### src/rtl/reg_dump.sv
// reg_dump: debug/test read-out initiator for a register file.
// On start it walks addresses 0 .. 2**D-1, reading each register through the
// shared read port and presenting one {address, data} beat per register on a
// valid/ready stream. A scan can only be cut short by reset.
// Optional feature macro: REG_DUMP_CLEAR_EN -- when defined, each accepted beat
// also zeroes its register through the file's write port (clear-after-read).
// When undefined, the write port outputs are tied to 0.
module reg_dump #(
  parameter int W = 8,
  parameter int D = 2
) (
  input  logic         CLK,
  input  logic         reset,
  input  logic         start,
  output logic         busy,
  output logic         done,
  output logic [D-1:0] rf_raddr,
  input  logic [W-1:0] rf_rdata,
  output logic         out_valid,
  input  logic         out_ready,
  output logic [D-1:0] out_addr,
  output logic [W-1:0] out_data,
  output logic         rf_we,
  output logic [D-1:0] rf_waddr,
  output logic [W-1:0] rf_wdata
);

  typedef enum logic [1:0] {
    IDLE = 2'd0,
    READ = 2'd1,
    SEND = 2'd2,
    DONE = 2'd3
  } state_t;

  state_t         r_state;
  state_t         w_next;
  logic [D-1:0]   r_ptr;
  logic [D-1:0]   r_out_addr;
  logic [W-1:0]   r_out_data;
  logic           w_hs;
  logic           w_last;

  // A beat is accepted only while it is actually being presented.
  assign w_hs   = (r_state == SEND) && out_ready;
  // Last beat is recognised by comparing against all-ones, so the pointer
  // never has to wrap to detect the end of the scan.
  assign w_last = (r_ptr == {D{1'b1}});

  // State register; reset drops straight back to IDLE from anywhere.
  // NOTE: clocked state uses non-blocking assignments so every register
  // samples pre-edge values, independent of process evaluation order.
  always_ff @(posedge CLK or posedge reset) begin
    if (reset) r_state <= IDLE;
    else       r_state <= w_next;
  end

  // Next-state selection: start only matters in IDLE.
  always_comb begin
    // NOTE: assign a default first so no path leaves w_next unassigned,
    // which would otherwise infer a latch.
    w_next = r_state;
    unique case (r_state)
      IDLE: if (start) w_next = READ;
      READ: w_next = SEND;
      SEND: if (w_hs) w_next = w_last ? DONE : READ;
      DONE: w_next = IDLE;
      default: w_next = IDLE;
    endcase
  end

  // Pointer and beat capture: the beat registers change only in READ, so the
  // presented address/data stay frozen for the whole SEND phase.
  always_ff @(posedge CLK or posedge reset) begin
    if (reset) begin
      r_ptr      <= '0;
      r_out_addr <= '0;
      r_out_data <= '0;
    end else begin
      if (r_state == IDLE && start) r_ptr <= '0;
      else if (w_hs && !w_last)     r_ptr <= r_ptr + 1'b1;
      if (r_state == READ) begin
        r_out_addr <= r_ptr;
        r_out_data <= rf_rdata;
      end
    end
  end

  // Outputs decoded from the current state plus the shared write-port drive.
  always_comb begin
    busy      = (r_state == READ) || (r_state == SEND);
    done      = (r_state == DONE);
    out_valid = (r_state == SEND);
    rf_we     = 1'b0;
    rf_waddr  = '0;
    rf_wdata  = '0;
`ifdef REG_DUMP_CLEAR_EN
    // Zero the entry at the same edge that accepts its beat.
    rf_we     = w_hs;
    rf_waddr  = w_hs ? r_out_addr : '0;
`endif
  end

  assign rf_raddr = r_ptr;
  assign out_addr = r_out_addr;
  assign out_data = r_out_data;

endmodule

### config.mk
export PLATFORM = sky130hd
export DESIGN_NAME = reg_dump
export DESIGN_NICKNAME = d
export VERILOG_FILES = /design/src/rtl/reg_dump.sv
export SDC_FILE = /design/constraint.sdc
export NUM_CORES = 1
export LEC_CHECK = 0
export ABC_AREA = 1
export CORE_UTILIZATION = 35
export CTS_CLUSTER_DIAMETER = 200
export DETAILED_ROUTE_END_ITERATION = 10
export GPL_ROUTABILITY_DRIVEN = 0
export PLACE_DENSITY = 0.8
export SLEW_MARGIN = 0
export SYNTH_ARGS = -nofsm -noshare
export SYNTH_HDL_FRONTEND = slang
export SYNTH_SLANG_ARGS = --single-unit
### constraint.sdc
create_clock -name CLK -period 2.9 [get_ports CLK]
set_input_delay 0.58 -clock CLK [delete_from_list [all_inputs] [get_ports CLK]]
set_output_delay 0.58 -clock CLK [all_outputs]
set_load 0.005 [all_outputs]
==> flow_summary.html, run 1 <==
<table>
<tr><th>Metric</th><th>Value</th></tr>
<tr><th colspan="2">Status</th></tr>
<tr><td>Outcome</td><td>complete, no violations</td></tr>
<tr><th colspan="2">Clock tree</th></tr>
<tr><td>Number of buffers created by CTS</td><td>3</td></tr>
<tr><td>Post CTS Setup Buffer Count</td><td>0</td></tr>
<tr><td>Clock transition time at the flip-flop clock pins of the worst setup and hold paths</td><td>80 ps</td></tr>
<tr><td>Max H-tree Level</td><td>1</td></tr>
<tr><td>Clock sinks</td><td>14</td></tr>
<tr><td>Hold Buf Count CTS</td><td>0</td></tr>
<tr><td>Clock latency at the later pin of the worst-skew pair</td><td>~270 ps</td></tr>
<tr><td>Cell at the root of the clock tree</td><td>sky130_fd_sc_hd__clkbuf_4</td></tr>
<tr><td>Clock tree from TritonCTS</td><td>built</td></tr>
<tr><td>Clock buffer depth</td><td>2</td></tr>
<tr><td>Post-cts sizing count</td><td>0</td></tr>
<tr><th colspan="2">Critical path</th></tr>
<tr><td>Kind of end point of the critical path</td><td>output pin</td></tr>
<tr><td>Number of cells on the worst reg-to-reg path</td><td>3</td></tr>
<tr><td>Arrival time reported for the critical path endpoint</td><td>1630 ps</td></tr>
<tr><td>Beginning of the worst register-to-register path</td><td>r_state[1]$_DFFE_PP0P_</td></tr>
<tr><td>Critical R2R Capture</td><td>out_data[2]$_DFFE_PP0N_</td></tr>
<tr><td>Required time of the critical path</td><td>between 2000 and 2500 ps</td></tr>
<tr><td>Slack of the worst reg-to-reg path</td><td>roughly 1400 ps</td></tr>
<tr><td>Worst Setup Start Kind</td><td>register</td></tr>
<tr><td>Maximum fanout along the worst path</td><td>5</td></tr>
<tr><td>Crit Path Category</td><td>reg -&gt; out</td></tr>
<tr><th colspan="2">Floorplanning</th></tr>
<tr><td>Initial Utilization</td><td>0.384</td></tr>
<tr><td>Horizontal die dimension</td><td>~49 um</td></tr>
<tr><td>Area of the core</td><td>between 2000 and 2500 sq um</td></tr>
<tr><td>Num rows</td><td>16</td></tr>
<tr><td>Height of the chip</td><td>approximately 49 um</td></tr>
<tr><td>Die footprint</td><td>around 2400 sq um</td></tr>
<tr><td>Number of top-level design ports</td><td>38</td></tr>
<tr><th colspan="2">Pwr</th></tr>
<tr><td>Share of power burned in the clock network</td><td>0.137</td></tr>
<tr><td>Design internal power</td><td>0.000640 W</td></tr>
<tr><td>Gate power share</td><td>0.502</td></tr>
<tr><td>VDD IR-drop max</td><td>523 uV</td></tr>
<tr><td>Sw Pwr</td><td>between 0.0003 and 0.0004 W</td></tr>
<tr><td>Flop pwr share</td><td>0.361</td></tr>
<tr><td>Static leakage power</td><td>approximately 0.53 nW</td></tr>
<tr><td>Pwr Density</td><td>around 930 nW/um^2</td></tr>
<tr><td>Switching power share of the total</td><td>0.350</td></tr>
<tr><th colspan="2">Finish</th></tr>
<tr><td>Most used cells in the layout excluding fill and tap cells</td><td>26 x sky130_fd_sc_hd__clkdlybuf4s50_1, 21 x sky130_fd_sc_hd__nand2_1, 17 x sky130_fd_sc_hd__inv_1</td></tr>
<tr><td>Fraction of final layout cells sized beyond drive strength 1</td><td>0.0496</td></tr>
<tr><td>Area overhead of the layout relative to synthesis</td><td>34.8%</td></tr>
<tr><td>Commonest non-fill, non-tap cell in the layout</td><td>sky130_fd_sc_hd__clkdlybuf4s50_1</td></tr>
<tr><td>End-of-flow core utilization</td><td>0.518</td></tr>
<tr><td>Layout Nets</td><td>approximately 140</td></tr>
<tr><td>Multi-input gate area</td><td>~310 sq um</td></tr>
<tr><td>Filler Cells Inserted</td><td>213</td></tr>
<tr><td>Antenna Cells</td><td>0</td></tr>
<tr><td>Sequential cell area</td><td>approximately 350 sq um</td></tr>
<tr><th colspan="2">Drt</th></tr>
<tr><td>Number of DRC markers after the initial detailed-route iteration</td><td>3</td></tr>
<tr><td>Post-route DRC</td><td>0</td></tr>
<tr><td>Drt via density</td><td>roughly 4.2</td></tr>
<tr><td>DR vias</td><td>about 630</td></tr>
<tr><td>First-pass DRT Iterations</td><td>3</td></tr>
<tr><td>Routed wirelength normalized by instance count</td><td>roughly 9.6 um</td></tr>
<tr><td>Routed wire length</td><td>between 1000 and 1500 um</td></tr>
<tr><td>Post-route ant nets</td><td>0</td></tr>
<tr><th colspan="2">GRT</th></tr>
<tr><td>Antenna violations before repair</td><td>0</td></tr>
<tr><td>Congestion Overflow GR</td><td>0</td></tr>
<tr><td>Overall global routing resource usage</td><td>0.133</td></tr>
<tr><td>Pin count of the biggest net entering global routing</td><td>21</td></tr>
<tr><td>Vias in the first global route</td><td>just over 600</td></tr>
<tr><td>Global-route wire length before repair</td><td>approximately 2500 um</td></tr>
<tr><th colspan="2">STA</th></tr>
<tr><td>Shortest clock period the worst path allows after layout</td><td>around 2200 ps</td></tr>
<tr><td>Fmax</td><td>453 MHz</td></tr>
<tr><td>Worst Clk Skew</td><td>roughly 4.6 ps</td></tr>
<tr><td>Final setup violation count</td><td>0</td></tr>
<tr><td>Pins Over Slew Limit</td><td>0</td></tr>
<tr><td>Relative max-transition margin</td><td>0.612</td></tr>
<tr><td>Post-Route Setup TNS</td><td>0 ps</td></tr>
<tr><td>Final worst path period share</td><td>0.762</td></tr>
<tr><td>Final hold violation count</td><td>0</td></tr>
<tr><td>Unrepaired setup endpoints after global routing</td><td>no</td></tr>
<tr><td>Worst-Margin Slew</td><td>around 580 ps</td></tr>
<tr><th colspan="2">Run</th></tr>
<tr><td># Max-Cap Violations</td><td>0</td></tr>
<tr><th colspan="2">Placed design</th></tr>
<tr><td>Number of buffer cells added on primary ports</td><td>26</td></tr>
<tr><td>HPWL after detailed placement</td><td>roughly 1100 um</td></tr>
<tr><th colspan="2">Yosys</th></tr>
<tr><td>Warnings from Yosys</td><td>0</td></tr>
<tr><td>Distinct cell type count after synthesis</td><td>14</td></tr>
<tr><td>Leading cell types by total area after synthesis</td><td>sky130_fd_sc_hd__dfrtp_1 45%, sky130_fd_sc_hd__buf_4 11%, sky130_fd_sc_hd__ha_1 11%, sky130_fd_sc_hd__nand2_1 10%, sky130_fd_sc_hd__inv_1 8.1%</td></tr>
<tr><td>Per-instance average area after synthesis</td><td>~8.3 sq um</td></tr>
<tr><td>Proportion of netlist area held by the largest area contributor</td><td>0.447</td></tr>
<tr><td>Biggest area consumer among synthesized cells</td><td>sky130_fd_sc_hd__dfrtp_1</td></tr>
<tr><td>Portion of the post-synthesis area used by sequential elements</td><td>0.447</td></tr>
<tr><td>Number of flip-flops and latches in the synthesized netlist</td><td>14</td></tr>
<tr><td>Gate count of the mapped netlist</td><td>94</td></tr>
<tr><td>Summed instance area of the synthesized netlist</td><td>between 700 and 800 sq um</td></tr>
<tr><th colspan="2">Worst hold path</th></tr>
<tr><td>Number of cells on the worst hold path</td><td>2</td></tr>
<tr><td>Beginning of the worst hold path</td><td>out_addr[1]$_DFFE_PP0N_</td></tr>
<tr><td>Terminating pin of the worst hold path</td><td>out_addr[1]$_DFFE_PP0N_</td></tr>
<tr><td>Type of the most critical hold path</td><td>reg -&gt; reg</td></tr>
</table>
cells in the mapped netlist:
cell type / n
sky130_fd_sc_hd__buf_2: 1
sky130_fd_sc_hd__ha_1: 7
sky130_fd_sc_hd__conb_1: 1
sky130_fd_sc_hd__inv_1: 17
sky130_fd_sc_hd__nand3_1: 6
sky130_fd_sc_hd__nor2_2: 1
sky130_fd_sc_hd__buf_4: 12
sky130_fd_sc_hd__nand2_1: 21
sky130_fd_sc_hd__dfrtp_1: 14
sky130_fd_sc_hd__a21oi_1: 1
sky130_fd_sc_hd__o21ai_0: 9
sky130_fd_sc_hd__o21ai_1: 1
sky130_fd_sc_hd__nor2_1: 2
sky130_fd_sc_hd__nand2_2: 1
worst max-delay path, stage by stage, from the launching register on:
cell and delay (ps):
sky130_fd_sc_hd__dfrtp_1 430, sky130_fd_sc_hd__inv_1 140, sky130_fd_sc_hd__ha_1 250, sky130_fd_sc_hd__clkdlybuf4s50_1 530
layer usage:
layer  wire length, um  up-vias  track usage
met3               135        0       0.0374
met5                 0        -            0
met2               671       29        0.233
li1                  -      313            -
met1               618      283        0.159
met4                 0        0       0.0294
power groups by stage:
stage	registers (W)	logic, W	clock network, W
global route	0.000371	0.000560	0.000149
finish	0.000356	0.000494	0.000135
detailed placement	0.000363	0.000502	0
floorplan	0.000361	0.000244	0
CTS	0.000358	0.000505	0.000140
global placement	0.000353	0.000486	0
flip-flops by register name (all words and copies together) (netlist names):
register / cells
out_addr: 2
out_data: 8
r_state: 2
rf_raddr: 2
cells by family after synthesis:
group | count (synthesis) | share of synthesized area
and+or+nand+nor | 31 | 0.164
DFF | 14 | 0.447
other | 1 | 0.00478
AOI/OAI and AO/OA | 11 | 0.0702
buffers and inverters | 30 | 0.203
adders and majority gates | 7 | 0.112
area by class of cell:
type / instances / share of cell area
clock buffers: 4 / 0.0343
inverters: 17 / 0.0604
multi-input cells: 60 / 0.296
flip-flops and latches: 14 / 0.331
well taps: 27 / 0.0320
repair buffers: 26 / 0.246
through the flow:
step | setup slack, ps | power (W) | hold WS [ps] | area [sq um] | std cells
floorplan | 1550 | 0.000605 | 469 | 822 | 104
detailed placement | 992 | 0.000865 | 514 | 1020 | 144
global route | 601 | 0.00108 | 561 | 1060 | 148
global placement | 1040 | 0.000839 | 508 | 1020 | 144
CTS | 674 | 0.00100 | 534 | 1060 | 148
finish | 691 | 0.000985 | 527 | 1060 | 148
worst max-delay path by stage:
stage,depth (start not counted),start,endpoint
final,3,r_state[0]$_DFFE_PP0P_,out_valid
after global routing,3,r_state[1]$_DFFE_PP0P_,busy
after CTS,3,r_state[0]$_DFFE_PP0P_,out_valid
after detailed placement,3,r_state[1]$_DFFE_PP0P_,busy
after global placement,3,r_state[0]$_DFFE_PP0P_,out_valid
after floorplan,2,r_state[0]$_DFFE_PP0P_,busy
(Power assumes the default switching activity.)
==> run 2, diff against run 1 <==
PLACE_DENSITY = 0.82   (was 0.8)
clock period = 1.8 ns   (was 2.9 ns; I/O delays follow)
==> run 2 against run 1 <==
  * Clock skew decreased by 1.5 ps
  * Design area increased by 4.5%
  * Core utilization increased by 2.3 points
  * Count of clock-buffer cells in the layout unchanged
  * Clock power increased by 63%
  * Cell count increased by 3.4%
  * Critical path depth unchanged
  * Power increased by 69%
  * Register-to-register slack got worse by 840 ps
  * Largest cell class unchanged
  * Highest routed layer unchanged
==> flow_summary.html, run 2 (synthesis gave the netlist of run 1 again) <==
<table>
<tr><th>Metric</th><th>Value</th></tr>
<tr><th colspan="2">GRT</th></tr>
<tr><td>Antenna violations before repair</td><td>0 (unchanged)</td></tr>
<tr><td>Global-route wire length before repair</td><td>2530 um (unchanged)</td></tr>
<tr><td>Overall global routing resource usage</td><td>0.140 (+0.00723)</td></tr>
<tr><td>Congestion Overflow GR</td><td>0 (unchanged)</td></tr>
<tr><td>Pin count of the biggest net entering global routing</td><td>21 (unchanged)</td></tr>
<tr><td>Vias in the first global route</td><td>592 (-2.5%)</td></tr>
<tr><th colspan="2">STA</th></tr>
<tr><td>Relative max-transition margin</td><td>0.638 (+0.0253)</td></tr>
<tr><td>Unrepaired setup endpoints after global routing</td><td>no</td></tr>
<tr><td>Final setup violation count</td><td>0 (unchanged)</td></tr>
<tr><td>Worst Clk Skew</td><td>3.18 ps (-1.46 ps)</td></tr>
<tr><td>Pins Over Slew Limit</td><td>0 (unchanged)</td></tr>
<tr><td>Post-Route Setup TNS</td><td>0 ps (unchanged)</td></tr>
<tr><td>Final hold violation count</td><td>0 (unchanged)</td></tr>
<tr><td>Worst-Margin Slew</td><td>543 ps (-38.6 ps)</td></tr>
<tr><td>Fmax</td><td>around 610 MHz</td></tr>
<tr><td>Final worst path period share</td><td>0.918</td></tr>
<tr><td>Shortest clock period the worst path allows after layout</td><td>~1700 ps</td></tr>
<tr><th colspan="2">Placed design</th></tr>
<tr><td>HPWL after detailed placement</td><td>1130 um (+0.81%)</td></tr>
<tr><td>Number of buffer cells added on primary ports</td><td>26 (unchanged)</td></tr>
<tr><th colspan="2">Pwr</th></tr>
<tr><td>VDD IR-drop max</td><td>906 uV (+73%)</td></tr>
<tr><td>Static leakage power</td><td>0.564 nW (+5.9%)</td></tr>
<tr><td>Pwr Density</td><td>1510 nW/um^2 (+62%)</td></tr>
<tr><th colspan="2">Critical path</th></tr>
<tr><td>Worst Setup Start Kind</td><td>register</td></tr>
<tr><td>Kind of end point of the critical path</td><td>output pin</td></tr>
<tr><td>Critical R2R Capture</td><td>out_addr[0]$_DFFE_PP0N_</td></tr>
<tr><td>Arrival time reported for the critical path endpoint</td><td>1290 ps (-340 ps)</td></tr>
<tr><td>Required time of the critical path</td><td>1440 ps (-880 ps)</td></tr>
<tr><td>Slack of the worst reg-to-reg path</td><td>570 ps (-840 ps)</td></tr>
<tr><td>Number of cells on the worst reg-to-reg path</td><td>5 (+2)</td></tr>
<tr><td>Maximum fanout along the worst path</td><td>5 (unchanged)</td></tr>
<tr><td>Beginning of the worst register-to-register path</td><td>r_state[0]$_DFFE_PP0P_</td></tr>
<tr><td>Crit Path Category</td><td>reg -&gt; out</td></tr>
<tr><th colspan="2">Clock tree</th></tr>
<tr><td>Clock latency at the later pin of the worst-skew pair</td><td>270 ps (about the same)</td></tr>
<tr><td>Clock sinks</td><td>14 (unchanged)</td></tr>
<tr><td>Clock tree from TritonCTS</td><td>built</td></tr>
<tr><td>Number of buffers created by CTS</td><td>3 (unchanged)</td></tr>
<tr><td>Cell at the root of the clock tree</td><td>sky130_fd_sc_hd__clkbuf_4</td></tr>
<tr><td>Clock buffer depth</td><td>2 (unchanged)</td></tr>
<tr><td>Clock transition time at the flip-flop clock pins of the worst setup and hold paths</td><td>80 ps (about the same)</td></tr>
<tr><td>Max H-tree Level</td><td>1 (unchanged)</td></tr>
<tr><td>Hold Buf Count CTS</td><td>0 (unchanged)</td></tr>
<tr><th colspan="2">Drt</th></tr>
<tr><td>DR vias</td><td>632 (+1.1%)</td></tr>
<tr><td>Number of DRC markers after the initial detailed-route iteration</td><td>9 (+6)</td></tr>
<tr><td>Post-route ant nets</td><td>0 (unchanged)</td></tr>
<tr><td>Post-route DRC</td><td>0 (unchanged)</td></tr>
<tr><td>Routed wirelength normalized by instance count</td><td>10.2 um (+6.0%)</td></tr>
<tr><td>Drt via density</td><td>4.13 (-2.2%)</td></tr>
<tr><td>First-pass DRT Iterations</td><td>4 (+1)</td></tr>
<tr><td>Routed wire length</td><td>1560 um (+9.6%)</td></tr>
<tr><th colspan="2">Finish</th></tr>
<tr><td>Area overhead of the layout relative to synthesis</td><td>40.8%</td></tr>
<tr><td>Sequential cell area</td><td>352 sq um (+0.36%)</td></tr>
<tr><td>Max FFs per register</td><td>8 (unchanged)</td></tr>
<tr><td>Multi-input gate area</td><td>325 sq um (+4.0%)</td></tr>
<tr><td>Fraction of final layout cells sized beyond drive strength 1</td><td>0.119 (+0.0695)</td></tr>
<tr><td>Commonest non-fill, non-tap cell in the layout</td><td>sky130_fd_sc_hd__clkdlybuf4s50_1</td></tr>
<tr><td>Antenna Cells</td><td>0 (unchanged)</td></tr>
<tr><td>Layout Nets</td><td>146 (+3.5%)</td></tr>
<tr><td>End-of-flow core utilization</td><td>0.541 (+0.0233)</td></tr>
<tr><td>Most used cells in the layout excluding fill and tap cells</td><td>23 x sky130_fd_sc_hd__clkdlybuf4s50_1, 21 x sky130_fd_sc_hd__nand2_1, 15 x sky130_fd_sc_hd__inv_1</td></tr>
<tr><td>Filler Cells Inserted</td><td>186 (-13%)</td></tr>
<tr><th colspan="2">Floorplanning</th></tr>
<tr><td>Die footprint</td><td>2430 sq um (unchanged)</td></tr>
<tr><td>Initial Utilization</td><td>0.384 (unchanged)</td></tr>
<tr><td>Horizontal die dimension</td><td>49.3 um (unchanged)</td></tr>
<tr><td>Area of the core</td><td>2040 sq um (unchanged)</td></tr>
<tr><td>Number of top-level design ports</td><td>38 (unchanged)</td></tr>
<tr><td>Height of the chip</td><td>49.3 um (unchanged)</td></tr>
<tr><td>Num rows</td><td>16 (unchanged)</td></tr>
<tr><th colspan="2">Worst hold path</th></tr>
<tr><td>Type of the most critical hold path</td><td>in -&gt; async</td></tr>
<tr><th colspan="2">Run</th></tr>
<tr><td># Max-Cap Violations</td><td>0 (unchanged)</td></tr>
<tr><th colspan="2">Status</th></tr>
<tr><td>Outcome</td><td>complete, no violations</td></tr>
</table>
## run 2: repair_timing
| item | CTS | global route |
|---|---|---|
| setup endpoints to repair | 2 | 0 |
| resized for setup | 8 | 0 |
| buffers inserted | 4 | 0 |
## run 2: layout make-up
cell class                 count  area share
sequential                    14       0.318
clock buffer                   4      0.0328
timing repair buffer          31       0.266
multi-input combinational     60       0.294
inverter                      17      0.0578
tap                           27      0.0306
## run 2: critical path, stage by stage (launching register included)
cell	delay (ps)
sky130_fd_sc_hd__dfrtp_2	440
sky130_fd_sc_hd__buf_4	150
sky130_fd_sc_hd__ha_4	170
sky130_fd_sc_hd__dlygate4sd2_1	260
## run 2: how the worst max path moves through the flow
stage,start,endpoint,cells after the start
2_1_floorplan,r_state[0]$_DFFE_PP0P_,busy,2
3_3_place_gp,r_state[0]$_DFFE_PP0P_,out_valid,3
3_5_place_dp,r_state[0]$_DFFE_PP0P_,out_valid,3
4_1_cts,r_state[0]$_DFFE_PP0P_,busy,3
5_1_grt,r_state[1]$_DFFE_PP0P_,busy,3
6_report,r_state[1]$_DFFE_PP0P_,out_valid,3
## run 2: through the flow
| stage | worst slack, ps | hold slack (ps) | area, sq um | total power, W | instances |
|---|---|---|---|---|---|
| 2_1_floorplan | 666 | 249 | 822 | 0.000975 | 104 |
| 3_3_place_gp | 159 | 502 | 1030 | 0.00136 | 145 |
| 3_5_place_dp | 104 | 515 | 1030 | 0.00140 | 145 |
| 4_1_cts | 149 | 435 | 1100 | 0.00168 | 153 |
| 5_1_grt | 91.8 | 480 | 1100 | 0.00182 | 153 |
| 6_report | 148 | 428 | 1100 | 0.00167 | 153 |
## run 2: power by group
part	leakage, nW	internal (W)	switching [W]
Clock	0.0210	0.000123	0.0000967
Sequential	0.174	0.000471	0.0000935
Combinational	0.368	0.000478	0.000405
## run 2: metal layers
layer,part of all wire,GRT usage
met5,0,0
met2,0.46,0.247
met1,0.46,0.162
met4,0,0.0294
met3,0.083,0.0467
==> run 3, diff against run 2 <==
CTS_CLUSTER_DIAMETER = not set   (was 200)
HOLD_SLACK_MARGIN = 0.02   (was not set)
SKIP_CTS_REPAIR_TIMING = 1   (was not set)
==> run 3 against run 2 <==
  * Register-to-register slack about the same
  * Clock power about the same
  * Clock skew decreased by 2.1 ps
  * Die area unchanged
  * Via count decreased by 1.1%
  * Highest routed layer unchanged
==> flow_summary.html, run 3 (synthesis gave the netlist of run 1 again) <==
<table>
<tr><th>Metric</th><th>Value</th></tr>
<tr><th colspan="2">Status</th></tr>
<tr><td>Outcome</td><td>complete, no violations</td></tr>
<tr><th colspan="2">STA</th></tr>
<tr><td>Final hold violation count</td><td>0 (unchanged)</td></tr>
<tr><td>Worst-Margin Slew</td><td>532 ps (-10.8 ps)</td></tr>
<tr><td>Fmax</td><td>638 MHz (+5.3%)</td></tr>
<tr><td>Relative max-transition margin</td><td>0.645 (+0.00723)</td></tr>
<tr><td>Pins Over Slew Limit</td><td>0 (unchanged)</td></tr>
<tr><td>Crit path setup slack, layout</td><td>231 ps (+83.9 ps)</td></tr>
<tr><td>Shortest clock period the worst path allows after layout</td><td>1570 ps (-83.8 ps)</td></tr>
<tr><td>Worst Clk Skew</td><td>1.06 ps (-2.12 ps)</td></tr>
<tr><td>Final worst path period share</td><td>0.871 (-0.0466)</td></tr>
<tr><td>Unrepaired setup endpoints after global routing</td><td>no</td></tr>
<tr><td>Final setup violation count</td><td>0 (unchanged)</td></tr>
<tr><th colspan="2">Clock tree</th></tr>
<tr><td>Max H-tree Level</td><td>1 (unchanged)</td></tr>
<tr><td>Clock buffer depth</td><td>2 (unchanged)</td></tr>
<tr><td>Clock tree from TritonCTS</td><td>built</td></tr>
<tr><td>Cell at the root of the clock tree</td><td>sky130_fd_sc_hd__clkbuf_4</td></tr>
<tr><td>Clock latency at the later pin of the worst-skew pair</td><td>270 ps (about the same)</td></tr>
<tr><td>Clock transition time at the flip-flop clock pins of the worst setup and hold paths</td><td>80 ps (about the same)</td></tr>
<tr><td>Clock sinks</td><td>14 (unchanged)</td></tr>
<tr><td>Number of buffers created by CTS</td><td>3 (unchanged)</td></tr>
<tr><th colspan="2">Finish</th></tr>
<tr><td>Most used cells in the layout excluding fill and tap cells</td><td>23 x sky130_fd_sc_hd__clkdlybuf4s50_1, 21 x sky130_fd_sc_hd__nand2_1, 16 x sky130_fd_sc_hd__inv_1</td></tr>
<tr><td>Design Area, Final</td><td>1110 sq um (+0.34%)</td></tr>
<tr><td>Commonest non-fill, non-tap cell in the layout</td><td>sky130_fd_sc_hd__clkdlybuf4s50_1</td></tr>
<tr><td>Antenna Cells</td><td>0 (unchanged)</td></tr>
<tr><td>Layout Nets</td><td>145 (-0.68%)</td></tr>
<tr><td>Fraction of final layout cells sized beyond drive strength 1</td><td>0.104 (-0.0150)</td></tr>
<tr><td>Max FFs per register</td><td>8 (unchanged)</td></tr>
<tr><td>Filler Cells Inserted</td><td>187 (+0.54%)</td></tr>
<tr><td>Area overhead of the layout relative to synthesis</td><td>41.3%</td></tr>
<tr><td>End-of-flow core utilization</td><td>0.543 (+0.00184)</td></tr>
<tr><th colspan="2">GRT</th></tr>
<tr><td>Vias in the first global route</td><td>574 (-3.0%)</td></tr>
<tr><td>Global-route wire length before repair</td><td>2400 um (-4.9%)</td></tr>
<tr><td>Pin count of the biggest net entering global routing</td><td>21 (unchanged)</td></tr>
<tr><td>Overall global routing resource usage</td><td>0.131 (-0.00920)</td></tr>
<tr><td>Antenna violations before repair</td><td>0 (unchanged)</td></tr>
<tr><td>Congestion Overflow GR</td><td>0 (unchanged)</td></tr>
<tr><th colspan="2">Critical path</th></tr>
<tr><td>Total buffers and inverters traversed by the critical path</td><td>1 (-1)</td></tr>
<tr><td>Worst Setup Start Kind</td><td>register</td></tr>
<tr><td>Critical R2R Capture</td><td>out_addr[0]$_DFFE_PP0N_</td></tr>
<tr><td>Largest stage delay, worst path</td><td>520 ps (+80 ps)</td></tr>
<tr><td>Number of cells on the worst reg-to-reg path</td><td>5 (unchanged)</td></tr>
<tr><td>Crit-path cells</td><td>clkdlybuf4s50_1</td></tr>
<tr><td>Slack of the worst reg-to-reg path</td><td>560 ps (about the same)</td></tr>
<tr><td>Crit Path Category</td><td>reg -&gt; out</td></tr>
<tr><td>Cell class contributing the biggest share of worst-path delay</td><td>buffers and inverters</td></tr>
<tr><td>Kind of end point of the critical path</td><td>output pin</td></tr>
<tr><td>Required time of the critical path</td><td>1440 ps (about the same)</td></tr>
<tr><td>Maximum fanout along the worst path</td><td>4 (-1)</td></tr>
<tr><td>Critical Path Slowest Stage Cell</td><td>sky130_fd_sc_hd__clkdlybuf4s50_1</td></tr>
<tr><td>Arrival time reported for the critical path endpoint</td><td>1210 ps (-80 ps)</td></tr>
<tr><td>Beginning of the worst register-to-register path</td><td>r_state[0]$_DFFE_PP0P_</td></tr>
<tr><th colspan="2">Placed design</th></tr>
<tr><td>Pre-CTS worst setup slack</td><td>104 ps (unchanged)</td></tr>
<tr><td>Area post-placement</td><td>1030 sq um (unchanged)</td></tr>
<tr><td>HPWL after detailed placement</td><td>1130 um (unchanged)</td></tr>
<tr><td>Number of buffer cells added on primary ports</td><td>26 (unchanged)</td></tr>
<tr><th colspan="2">Drt</th></tr>
<tr><td>Post-route ant nets</td><td>0 (unchanged)</td></tr>
<tr><td>Routed wirelength normalized by instance count</td><td>10.2 um (-0.31%)</td></tr>
<tr><td>Post-route DRC</td><td>0 (unchanged)</td></tr>
<tr><td>First-pass DRT Iterations</td><td>4 (unchanged)</td></tr>
<tr><td>Number of DRC markers after the initial detailed-route iteration</td><td>6 (-3)</td></tr>
<tr><td>Drt via density</td><td>4.11 (-0.46%)</td></tr>
<tr><td>DR vias</td><td>625 (-1.1%)</td></tr>
<tr><td>Routed wire length</td><td>1550 um (-0.96%)</td></tr>
<tr><th colspan="2">Pwr</th></tr>
<tr><td>Pwr Density</td><td>1500 nW/um^2 (-0.51%)</td></tr>
<tr><td>Static leakage power</td><td>0.591 nW (+4.9%)</td></tr>
<tr><td>Total power draw</td><td>0.00166 W (-0.18%)</td></tr>
<tr><td>VDD IR-drop max</td><td>978 uV (+8.0%)</td></tr>
<tr><th colspan="2">Floorplanning</th></tr>
<tr><td>Area of the core</td><td>2040 sq um (unchanged)</td></tr>
<tr><td>Height of the chip</td><td>49.3 um (unchanged)</td></tr>
<tr><td>Horizontal die dimension</td><td>49.3 um (unchanged)</td></tr>
<tr><td>Number of top-level design ports</td><td>38 (unchanged)</td></tr>
<tr><td>Initial Utilization</td><td>0.384 (unchanged)</td></tr>
<tr><td>Num rows</td><td>16 (unchanged)</td></tr>
<tr><td>Die footprint</td><td>2430 sq um (unchanged)</td></tr>
<tr><th colspan="2">Run</th></tr>
<tr><td># Max-Cap Violations</td><td>0 (unchanged)</td></tr>
<tr><th colspan="2">Worst hold path</th></tr>
<tr><td>Type of the most critical hold path</td><td>in -&gt; async</td></tr>
</table>
## run 3: changes by cell type in the layout (fill, tap and decap cells not counted)
cell | previous run | this run
sky130_fd_sc_hd__inv_2 | 2 | 1
sky130_fd_sc_hd__buf_4 | 5 | 4
sky130_fd_sc_hd__dlymetal6s2s_1 | 0 | 3
sky130_fd_sc_hd__inv_1 | 15 | 16
sky130_fd_sc_hd__dlygate4sd2_1 | 3 | 0
## run 3: area by class of cell
| cell class | instances | area (sq um) | share of cell area |
|---|---|---|---|
| well taps | 27 | 33.8 | 0.0305 |
| clock buffers | 4 | 36.3 | 0.0327 |
| flip-flops and latches | 14 | 352 | 0.317 |
| repair buffers | 30 | 298 | 0.269 |
| inverters | 17 | 63.8 | 0.0576 |
| multi-input cells | 60 | 325 | 0.293 |
## run 3: layer usage
metal,global-route usage,vias to the layer above,part of all wire
li1,-,322,-
met1,0.153,272,0.44
met2,0.226,31,0.48
met3,0.0467,0,0.082
met4,0.0294,0,0
met5,0,-,0
## run 3: worst register-to-register path, stage by stage, from the launching register on
cell and delay, ps:
sky130_fd_sc_hd__dfrtp_1 420, sky130_fd_sc_hd__buf_4 150, sky130_fd_sc_hd__ha_1 180, sky130_fd_sc_hd__buf_4 190
sky130_fd_sc_hd__nor2_1 130, sky130_fd_sc_hd__a21oi_1 50
## run 3: how the worst max path moves through the flow
| stage | cells past startpoint | slack [ps] | to | start |
|---|---|---|---|---|
| 3_3_place_gp | 3 | 160 | out_valid | r_state[0]$_DFFE_PP0P_ |
| 5_1_grt | 3 | 160 | busy | r_state[1]$_DFFE_PP0P_ |
| 6_report | 1 | 230 | rf_raddr[0] | rf_raddr[0]$_DFFE_PP0P_ |
| 2_1_floorplan | 2 | 670 | busy | r_state[0]$_DFFE_PP0P_ |
| 4_1_cts | 3 | -220 | out_valid | r_state[0]$_DFFE_PP0P_ |
| 3_5_place_dp | 3 | 100 | out_valid | r_state[0]$_DFFE_PP0P_ |
## run 3: report_power, final
part	total [W]	switching (W)	internal [W]
logic	0.000880	0.000397	0.000483
registers	0.000565	0.0000943	0.000471
clock network	0.000219	0.0000966	0.000123
## run 3: stage by stage
stage	setup TNS [ps]	std cells	hold WS, ps
after floorplan	0	104	249
after global placement	0	145	502
after detailed placement	0	145	515
after CTS	-417	149	435
after global routing	0	152	480
final	0	152	425
